[src/rtl/inst_fetch_queue_pkg.sv]
// inst_fetch_queue_pkg: shared fetch types, state encoding and constants
package inst_fetch_queue_pkg;
  typedef enum logic [1:0] {S_IDLE, S_WAIT, S_DROP} fetch_state_t;
  localparam logic [31:0] DEFAULT_RESET_PC = 32'h0000_0000;
  localparam int INST_W = 32;
  localparam logic [31:0] PC_STEP = 32'd4;
  typedef struct packed {
    logic [INST_W-1:0] inst;
    logic [31:0]       pc;
    logic [31:0]       pc4;
  } fetch_entry_t;
endpackage

[src/rtl/ifq_fifo.sv]
// ifq_fifo: circular queue of fetched {inst, pc, pc4} entries with flush
// Ports: i_clk/i_reset_n (sync, active-low), i_flush clears all entries,
// i_push/i_din write, i_pop removes head, o_empty/o_count occupancy,
// o_head current head (holds the last head while empty).
module ifq_fifo import inst_fetch_queue_pkg::*; #(
  parameter int DEPTH = 4
) (
  input  logic                    i_clk,
  input  logic                    i_reset_n,
  input  logic                    i_flush,
  input  logic                    i_push,
  input  fetch_entry_t            i_din,
  input  logic                    i_pop,
  output logic                    o_empty,
  output logic [$clog2(DEPTH):0]  o_count,
  output fetch_entry_t            o_head
);
  localparam int AW = $clog2(DEPTH);
  fetch_entry_t  r_mem [DEPTH];
  fetch_entry_t  r_last;
  logic [AW-1:0] r_wr, r_rd;
  logic [AW:0]   r_cnt;
  logic          w_full, w_push, w_pop;
  assign w_full  = r_cnt == (AW+1)'(DEPTH);
  assign o_empty = r_cnt == '0;
  assign w_push  = i_push && !w_full;
  assign w_pop   = i_pop && !o_empty;
  assign o_count = r_cnt;
  // r_last tracks the visible head so it stays on the outputs once empty
  assign o_head  = o_empty ? r_last : r_mem[r_rd];
  always_ff @(posedge i_clk)
    if (w_push && !i_flush) r_mem[r_wr] <= i_din;
  always_ff @(posedge i_clk) begin
    if (!i_reset_n) begin
      r_wr   <= '0;
      r_rd   <= '0;
      r_cnt  <= '0;
      r_last <= '0;
    end else begin
      r_last <= o_head;
      if (i_flush) begin
        r_wr  <= '0;
        r_rd  <= '0;
        r_cnt <= '0;
      end else begin
        r_wr  <= r_wr + AW'(w_push);
        r_rd  <= r_rd + AW'(w_pop);
        r_cnt <= r_cnt + (AW+1)'(w_push) - (AW+1)'(w_pop);
      end
    end
  end
endmodule

[src/rtl/inst_fetch_queue.sv]
// inst_fetch_queue: fetch PC owner, imem req/ack master and decode-side queue
// Ports: i_clk/i_reset_n (sync, active-low); i_redirect/i_redirect_pc restart
// fetch; o_imem_req/o_imem_addr/i_imem_ack/i_imem_rdata memory handshake;
// o_out_valid/i_out_ready/o_out_inst/o_out_pc/o_out_pc4 decode handshake.
module inst_fetch_queue import inst_fetch_queue_pkg::*; #(
  parameter int          DEPTH    = 4,
  parameter logic [31:0] RESET_PC = DEFAULT_RESET_PC
) (
  input  logic        i_clk,
  input  logic        i_reset_n,
  input  logic        i_redirect,
  input  logic [31:0] i_redirect_pc,
  output logic        o_imem_req,
  output logic [31:0] o_imem_addr,
  input  logic        i_imem_ack,
  input  logic [31:0] i_imem_rdata,
  output logic        o_out_valid,
  input  logic        i_out_ready,
  output logic [31:0] o_out_inst,
  output logic [31:0] o_out_pc,
  output logic [31:0] o_out_pc4
);
  localparam int CW = $clog2(DEPTH) + 1;
  localparam logic [CW-1:0] FULL = CW'(DEPTH);
  fetch_state_t  r_state;
  logic [31:0]   r_pc;
  logic          r_req;
  logic [31:0]   w_target, w_pc4;
  logic          w_push, w_pop, w_empty;
  logic [CW-1:0] w_count;
  fetch_entry_t  w_entry, w_head;
  assign w_target    = i_redirect_pc & ~32'd3;
  assign w_pc4       = r_pc + PC_STEP;
  assign w_push      = r_state == S_WAIT && i_imem_ack && !i_redirect;
  assign w_entry     = '{inst: i_imem_rdata, pc: r_pc, pc4: w_pc4};
  assign o_out_valid = !w_empty;
  assign w_pop       = o_out_valid && i_out_ready;
  assign o_imem_req  = r_req;
  assign o_imem_addr = r_pc;
  assign o_out_inst  = w_head.inst;
  assign o_out_pc    = w_head.pc;
  assign o_out_pc4   = w_head.pc4;
  // Issue only with a free slot: with one request in flight, a push never overflows
  always_ff @(posedge i_clk) begin
    if (!i_reset_n) begin
      r_state <= S_IDLE;
      r_req   <= 1'b0;
      r_pc    <= RESET_PC;
    end else begin
      case (r_state)
        S_IDLE: begin
          if (i_redirect) r_pc <= w_target;
          else if (w_count < FULL) begin
            r_state <= S_WAIT;
            r_req   <= 1'b1;
          end
        end
        S_WAIT: begin
          if (i_redirect) begin
            r_pc    <= w_target;
            r_state <= i_imem_ack ? S_IDLE : S_DROP;
            r_req   <= !i_imem_ack;
          end else if (i_imem_ack) begin
            r_pc    <= w_pc4;
            r_state <= S_IDLE;
            r_req   <= 1'b0;
          end
        end
        S_DROP: begin
          if (i_redirect) r_pc <= w_target;
          if (i_imem_ack) begin
            r_state <= S_IDLE;
            r_req   <= 1'b0;
          end
        end
        default: begin
          r_state <= S_IDLE;
          r_req   <= 1'b0;
        end
      endcase
    end
  end
  ifq_fifo #(.DEPTH(DEPTH)) u_fifo (
    .i_clk     (i_clk),
    .i_reset_n (i_reset_n),
    .i_flush   (i_redirect),
    .i_push    (w_push),
    .i_din     (w_entry),
    .i_pop     (w_pop),
    .o_empty   (w_empty),
    .o_count   (w_count),
    .o_head    (w_head)
  );
endmodule

[config.mk]
export PLATFORM = sky130hd
export DESIGN_NAME = inst_fetch_queue
export DESIGN_NICKNAME = d
export VERILOG_FILES = /design/src/rtl/inst_fetch_queue_pkg.sv /design/src/rtl/ifq_fifo.sv /design/src/rtl/inst_fetch_queue.sv
export SDC_FILE = /design/constraint.sdc
export NUM_CORES = 1
export LEC_CHECK = 0
export ABC_AREA = 1
export CORE_MARGIN = 4
export CORE_UTILIZATION = 63
export CTS_CLUSTER_DIAMETER = 30
export DETAILED_ROUTE_END_ITERATION = 7
export DONT_BUFFER_PORTS = 1
export PLACE_DENSITY_LB_ADDON = 0.08
export SLEW_MARGIN = 25
export SYNTH_ARGS = -nofsm -noshare
export SYNTH_HDL_FRONTEND = slang
export SYNTH_SLANG_ARGS = --single-unit
[constraint.sdc]
create_clock -name i_clk -period 9.2 [get_ports i_clk]
set_clock_uncertainty 0.2 [all_clocks]
set_input_delay 0.92 -clock i_clk [delete_from_list [all_inputs] [get_ports i_clk]]
set_output_delay 0.92 -clock i_clk [all_outputs]
set_load 0.02 [all_outputs]
==> summary.txt, run 1 <==
Layout
  • Multi-input logic area: between 5000 and 6000 um^2
  • Fill count: 2129
  • Layout cell share with drive strength beyond 1: 0.117
  • Area grow syn2layout: 15.5%
  • Register area: around 14000 um^2
  • Final net count: 1885

Route
  • Routed Antenna Nets: 0
  • Starting DRT DRC Count: 1068
  • First-pass DRT Iterations: 7
  • Via count: 13.5k
  • Final wirelength: between 40000 and 50000 um
  • Via/cell ratio: between 5 and 6
  • WL/cell: 20.2 um
  • DRC errors left: 0

Yosys
  • Ys flop type: edfxtp_1
  • Syn Inst Count: 1838
  • Post-synth EDFFs: 368
  • Post-synthesis compound-gate area fraction: 0.122
  • Post-synth design cell area: between 20000 and 25000 um^2
  • Multiplexer share of the synthesized area: 0
  • Syn Area/Cell: between 10 and 15 um^2
  • Largest family of logic cells by synthesized area: simple AND/OR/NAND/NOR gates
  • XOR/XNOR share of the synthesized area: 0.00930
  • Register bit count reported by yosys: 504
  • Distinct cells, synth: 34
  • Async SR Flop Fraction: 0
  • Sequential element share of the synthesized area: 0.687
  • Adder-cell share of the synthesized area: 0.00287
  • Synth Warn #: 0
  • Post-Synth Simple-Gate Area: 0.134

CTS
  • CTS Buffer Depth: 3
  • Root Driver: clkbuf_16
  • PostCTS Resize Cnt: 0
  • CTS tree: done
  • Clock sinks: 504
  • Reg clk slew, reported paths: 0.05 ns
  • CTS Buf Count: 90
  • Post-CTS setup buffers: 0
  • Hold_buf cts: 0
  • # H-tree levels: 3
  • Clock Latency Late Sink: 0.59 ns

Worst setup path
  • Arrival time at the worst endpoint: 3.33 ns
  • Most common cell on crit path: nand2_1
  • CP delay by family, top: buffers and inverters
  • CP peak stage delay: 0.60 ns
  • CP max stage cell: dfxtp_4
  • Crit. Startpoint: u_fifo.r_rd[0]
  • CP Buf/Inv Count: 3
  • Critical path depth: 7
  • Startpoint types: flop
  • Worst setup path endpoint: o_out_pc4[18]
  • R2r setup slk: 6.27 ns
  • Worst Path Max Fanout: 85
  • Critical Path RT: slightly above 8 ns
  • CP cell instances: inv_6, buf_4, buf_16, o21ai_0, o22ai_1, nand2_1, nand2_1
  • FF-to-FF path depth: 6
  • Worst r2r dst: u_fifo.r_last[34]
  • Crit Path Class: flop to primary output
  • FF-to-FF Start: u_fifo.o_count[1]
  • CP endpoint kind: primary output

Timing
  • Final Max Slew Viols: 0
  • RSZ-0062 raised after global routing: false
  • TNS Setup: 0 ns
  • Fmax: 0.225 GHz
  • Post-layout minimum cycle time: between 4 and 5 ns
  • Final worst setup slack: 4.75 ns
  • Final Cycle Share: 0.484
  • Least-Margin Pin Slew: 1.03 ns
  • Slew headroom: 0.314
  • Final setup viols: 0
  • Final Hold Fails: 0

Floorplan
  • I/O pin cnt: 199
  • Core area: 31500 um^2
  • Die area: 34700 um^2
  • Die width: 186 um
  • Number of core rows: 65
  • Die Y: 186 um
  • Initial Utilization: 0.637

Placement
  • IO Port Bufs: 0
  • Routability Congestion: 0.850
  • Dpl hpwl: 25600 um
  • Post-place setup slack: 5.14 ns

GRT
  • Largest net degree at the start of global routing: 111
  • Tot GR Track Use: 0.261
  • First-pass GRT wire length: 72200 um
  • Initial antenna violation count: 1
  • Gr ovfl total: 0
  • Vias in the first global route: about 13k

Power
  • Power after layout: between 6 and 7 mW
  • P_leak: 8.45 nW
  • Peak VDD IR: between 0.15 and 0.2 mV
  • PwrDens: 265 nW/um^2

Flow run
  • Max-cap viol count: 0

Worst hold path
  • Min-delay worst type: primary input to flop

Status
  • Status: completed
final cells by class:
class / instances / area share
Tap cell: 402 / 0.0217
Timing Repair Buffer: 19 / 0.00735
Clock inverter: 70 / 0.0324
Multi-Input combinational cell: 1158 / 0.234
Sequential cell: 504 / 0.595
Clock buffer: 100 / 0.102
Antenna cell: 1 / 0.000108
Inverter: 39 / 0.00665
stage by stage:
| stage | instance area [um^2] | std cells | util | hold slack (ns) |
|---|---|---|---|---|
| final | 23200 | 2293 | 0.736 | 0.223 |
| after global routing | 23200 | 2293 | 0.736 | 0.190 |
| after CTS | 23100 | 2291 | 0.735 | 0.197 |
| after detailed placement | 20000 | 2121 | 0.635 | 0.238 |
| after global placement | 20000 | 2121 | 0.635 | 0.232 |
| after floorplan | 20100 | 1839 | - | 0.225 |
report_power, final:
| group | total [mW] | leakage, nW | switching (mW) | internal (mW) |
|---|---|---|---|---|
| clock | 3.30 | 1.51 | 1.14 | 2.17 |
| combinational | 0.260 | 2.48 | 0.202 | 0.0577 |
| sequential | 2.57 | 4.46 | 0.0670 | 2.50 |
| total | 6.13 | 8.45 | 1.41 | 4.73 |
worst register-to-register path: stages (launching register included):
cell and delay [ns]:
dfxtp_1 0.40, nor2_1 0.11, nand2_4 0.49, clkinv_2 0.70, buf_4 0.56, nand2_1 0.23, a21oi_1 0.09
flip-flops by register name, indices dropped and copies added, names as in the netlist:
register        flops
u_fifo.r_mem      368
u_fifo.r_last      96
o_imem_addr        30
u_fifo.o_count      3
r_state             2
u_fifo.r_rd         2
u_fifo.r_wr         2
o_imem_req          1
Yosys cell counts, types with 8 or more instances:
cell	n	area (um^2)
clkbuf_1	51	191
nand2_1	392	1470
dfxtp_1	136	2720
buf_4	44	330
buf_2	35	175
o21ai_0	217	1090
nor2_4	10	113
inv_1	36	135
o22ai_1	92	576
nand3_1	8	40.0
nor3_1	12	60.1
nor2_1	226	848
a21oi_1	152	761
edfxtp_1	368	11100
cells by family after synthesis:
group / count (synthesis)
simple gates: 671
flops: 504
compound gates: 464
buf+inv: 177
xor+xnor: 17
fa+ha+maj: 4
other cells: 1
cell usage in the layout, fill, tap and decap left out, types with 10 or more instances in the layout:
cell,synthesis,layout
clkinv_2,0,21
nor2_1,226,225
o22ai_1,92,92
inv_1,36,34
dfxtp_1,136,134
nor2_4,10,10
nand2_1,392,391
inv_6,0,13
clkinv_4,0,11
a21oi_1,152,152
o21ai_0,217,216
bufinv_16,0,10
clkinvlp_4,0,12
buf_4,44,16
clkbuf_16,0,93
edfxtp_1,368,368
worst min path at each step:
stage                            startpoint                  end  slack [ns]  cells past startpoint
after global placement     u_fifo.r_last[0]     u_fifo.r_last[0]        0.23                      2
after global routing        i_imem_rdata[2]  u_fifo.r_mem[2][66]        0.19                      0
after floorplan            u_fifo.r_last[0]     u_fifo.r_last[0]        0.22                      2
after CTS                  i_imem_rdata[12]  u_fifo.r_mem[3][76]        0.20                      0
after detailed placement  u_fifo.r_last[32]    u_fifo.r_last[32]        0.24                      2
final                       i_imem_rdata[6]  u_fifo.r_mem[0][70]        0.22                      0
per-layer routing:
metal | up-vias | track usage | share of wire
li1 | 6370 | - | -
met1 | 6507 | 0.336 | 0.41
met2 | 506 | 0.434 | 0.48
met3 | 98 | 0.0685 | 0.075
met4 | 0 | 0.0939 | 0.027
met5 | - | 0 | 0
Note: power is estimated with default switching activity, not from simulation.
==> inputs of run 2 (changes only) <==
CORE_UTILIZATION = 57   (was 63)
clock period = 3.85 ns   (was 9.2 ns; I/O delays follow)
==> run 2 against run 1 <==
  * Worst hold slack got worse by 0.17 ns
  * Largest cell class unchanged
  * Non-clock buffer count is 101 higher
  * Sequential cell count did not move
  * Count of clock-buffer cells in the layout grew 25
  * First-iteration DRC count decreased by 12%
==> summary.txt, run 2 (same netlist as run 1, synthesis figures left out) <==
Timing
  • Final Hold Fails: 0 (unchanged)
  • Final worst setup slack: 0.453 ns (was 4.75 ns)
  • RSZ-0062 raised after global routing: false (unchanged)
  • Fmax: 0.294 GHz
  • Slew headroom: 0.337 (was 0.314)
  • Least-Margin Pin Slew: 0.994 ns (was 1.03 ns)
  • Final Max Slew Viols: 0 (unchanged)
  • Final setup viols: 0 (unchanged)
  • Final Cycle Share: 0.882
  • TNS Setup: 0 ns (unchanged)
  • Hold_ws: 0.0581 ns (was 0.223 ns)
  • Post-layout minimum cycle time: between 3 and 4 ns

Route
  • Via/cell ratio: 5.62 (was 5.88)
  • Final wirelength: 49000 um (was 46300 um)
  • DRC errors left: 0 (unchanged)
  • Routed Antenna Nets: 0 (unchanged)
  • Starting DRT DRC Count: 935 (was 1068)
  • WL/cell: 19.9 um (was 20.2 um)
  • First-pass DRT Iterations: 5 (was 7)
  • Via count: 13.8k (was 13.5k)

CTS
  • Post-CTS setup buffers: 0 (unchanged)
  • CTS Buffer Depth: 3 (unchanged)
  • PostCTS Resize Cnt: 0 (unchanged)
  • Clock Latency Late Sink: 0.61 ns (was 0.59 ns)
  • # H-tree levels: 3 (unchanged)
  • Hold_buf cts: 98 (was 0)
  • Clock sinks: 504 (unchanged)
  • Root Driver: clkbuf_16 (unchanged)
  • Reg clk slew, reported paths: 0.05 ns (about the same)
  • CTS Buf Count: 100 (was 90)
  • CTS tree: done (unchanged)

Worst hold path
  • Hold worst-path end: u_fifo.o_count[1] (was u_fifo.r_mem[0][70])
  • Min-delay worst type: primary input to flop (unchanged)
  • Worst Hold Depth: 3 (was 0)
  • Hold path startpoint: i_reset_n (was i_imem_rdata[6])

Floorplan
  • I/O pin cnt: 199 (unchanged)
  • Number of core rows: 68 (was 65)
  • Die area: 38200 um^2 (was 34700 um^2)
  • Core area: 34600 um^2 (was 31500 um^2)
  • Initial Utilization: 0.579 (was 0.637)
  • Die width: 196 um (was 186 um)
  • Die Y: 196 um (was 186 um)

Layout
  • Max FFs per register: 368 (unchanged)
  • Post-route cell area: 24700 um^2 (was 23200 um^2)
  • Fill count: 2446 (was 2129)
  • Biggest register: u_fifo.r_mem (unchanged)
  • N_diodes: 0 (was 1)
  • Most frequent cells in the layout: nand2_1, edfxtp_1, nor2_1, o21ai_0, a21oi_1 (unchanged)
  • Most common cell after layout, fill and taps aside: nand2_1 (unchanged)
  • Layout cell share with drive strength beyond 1: 0.117 (about the same)
  • Final net count: 1996 (was 1885)
  • Area grow syn2layout: 23.2% (was 15.5%)

Worst setup path
  • CP peak stage delay: 0.59 ns (was 0.60 ns)
  • Arrival time at the worst endpoint: 2.81 ns (was 3.33 ns)
  • CP endpoint kind: primary output (unchanged)
  • CP max stage cell: clkinv_2 (was dfxtp_4)
  • R2r setup slk: 0.60 ns (was 6.27 ns)
  • Crit Path Class: flop to primary output (unchanged)
  • Critical Path RT: 3.26 ns (was 8.08 ns)
  • CP cell instances: nor2_1, nand2_4, clkinv_2, buf_4, nand2_1, nand2_1 (was inv_6, buf_4, buf_16, o21ai_0, o22ai_1, nand2_1, nand2_1)
  • Most common cell on crit path: nand2_1 (unchanged)
  • Crit. Startpoint: u_fifo.o_count[1] (was u_fifo.r_rd[0])
  • Worst Path Max Fanout: 31 (was 85)
  • Startpoint types: flop (unchanged)
  • Worst r2r dst: o_imem_addr[5] (was u_fifo.r_last[34])
  • FF-to-FF path depth: 8 (was 6)
  • FF-to-FF Start: r_state[1] (was u_fifo.o_count[1])

GRT
  • Initial antenna violation count: 0 (was 1)
  • Vias in the first global route: 13.8k (was 13.1k)
  • Largest net degree at the start of global routing: 186 (was 111)
  • First-pass GRT wire length: 76100 um (was 72200 um)
  • Tot GR Track Use: 0.253 (was 0.261)
  • Gr ovfl total: 0 (unchanged)

Placement
  • Post-place setup slack: 1.06 ns (was 5.14 ns)
  • IO Port Bufs: 0 (unchanged)
  • Dpl hpwl: 26700 um (was 25600 um)
  • Dpl cell area: 20200 um^2 (was 20000 um^2)
  • Routability Congestion: 0.814 (was 0.850)

Power
  • Peak VDD IR: 0.529 mV (was 0.185 mV)
  • P_leak: 9.15 nW (was 8.45 nW)
  • PwrDens: 635 nW/um^2 (was 265 nW/um^2)
  • Power after layout: 15.7 mW (was 6.13 mW)

Flow run
  • Max-cap viol count: 0 (unchanged)

Status
  • Status: completed (unchanged)
-- run 2: where the power goes --
part / internal [mW] / switching [mW]
combinational: 0.224 / 0.533
sequential: 5.98 / 0.158
clock: 5.94 / 2.84
total: 12.1 / 3.53
-- run 2: critical path, delay by kind of cell (launching register included) --
family	cells	cell delay (ns)
buffers and inverters	2	1.04
flip-flops	1	0.39
AND/OR/NAND/NOR	4	0.74
-- run 2: cell type report --
cell class,count,area [um^2],share of cell area
Clock inverter,64,761,0.0308
Multi-Input combinational cell,1158,5450,0.221
Sequential cell,504,13800,0.558
Timing Repair Buffer,120,1240,0.0504
Tap cell,455,569,0.0231
Clock buffer,125,2740,0.111
Inverter,39,155,0.00628
-- run 2: routing by layer --
metal	routed length (um)	global-route usage	vias to the layer above
met5	0	0	-
met4	1430	0.110	0
met3	2870	0.0488	90
met2	24200	0.421	469
met1	20500	0.328	6672
li1	-	-	6612
-- run 2: stage by stage --
step	util	std cells
floorplan	-	1839
finish	0.713	2465
global placement	0.584	2178
CTS	0.713	2465
detailed placement	0.584	2178
global route	0.713	2465
-- run 2: worst max-delay path by stage --
stage | slack [ns] | cells past startpoint | to
finish | 0.45 | 6 | o_out_pc4[30]
global route | 0.24 | 6 | o_out_pc4[28]
CTS | 0.42 | 6 | o_out_pc4[24]
detailed placement | 1.06 | 6 | o_out_pc4[30]
global placement | 1.08 | 6 | o_out_pc4[26]
floorplan | -1.18 | 4 | u_fifo.r_mem[1][10]
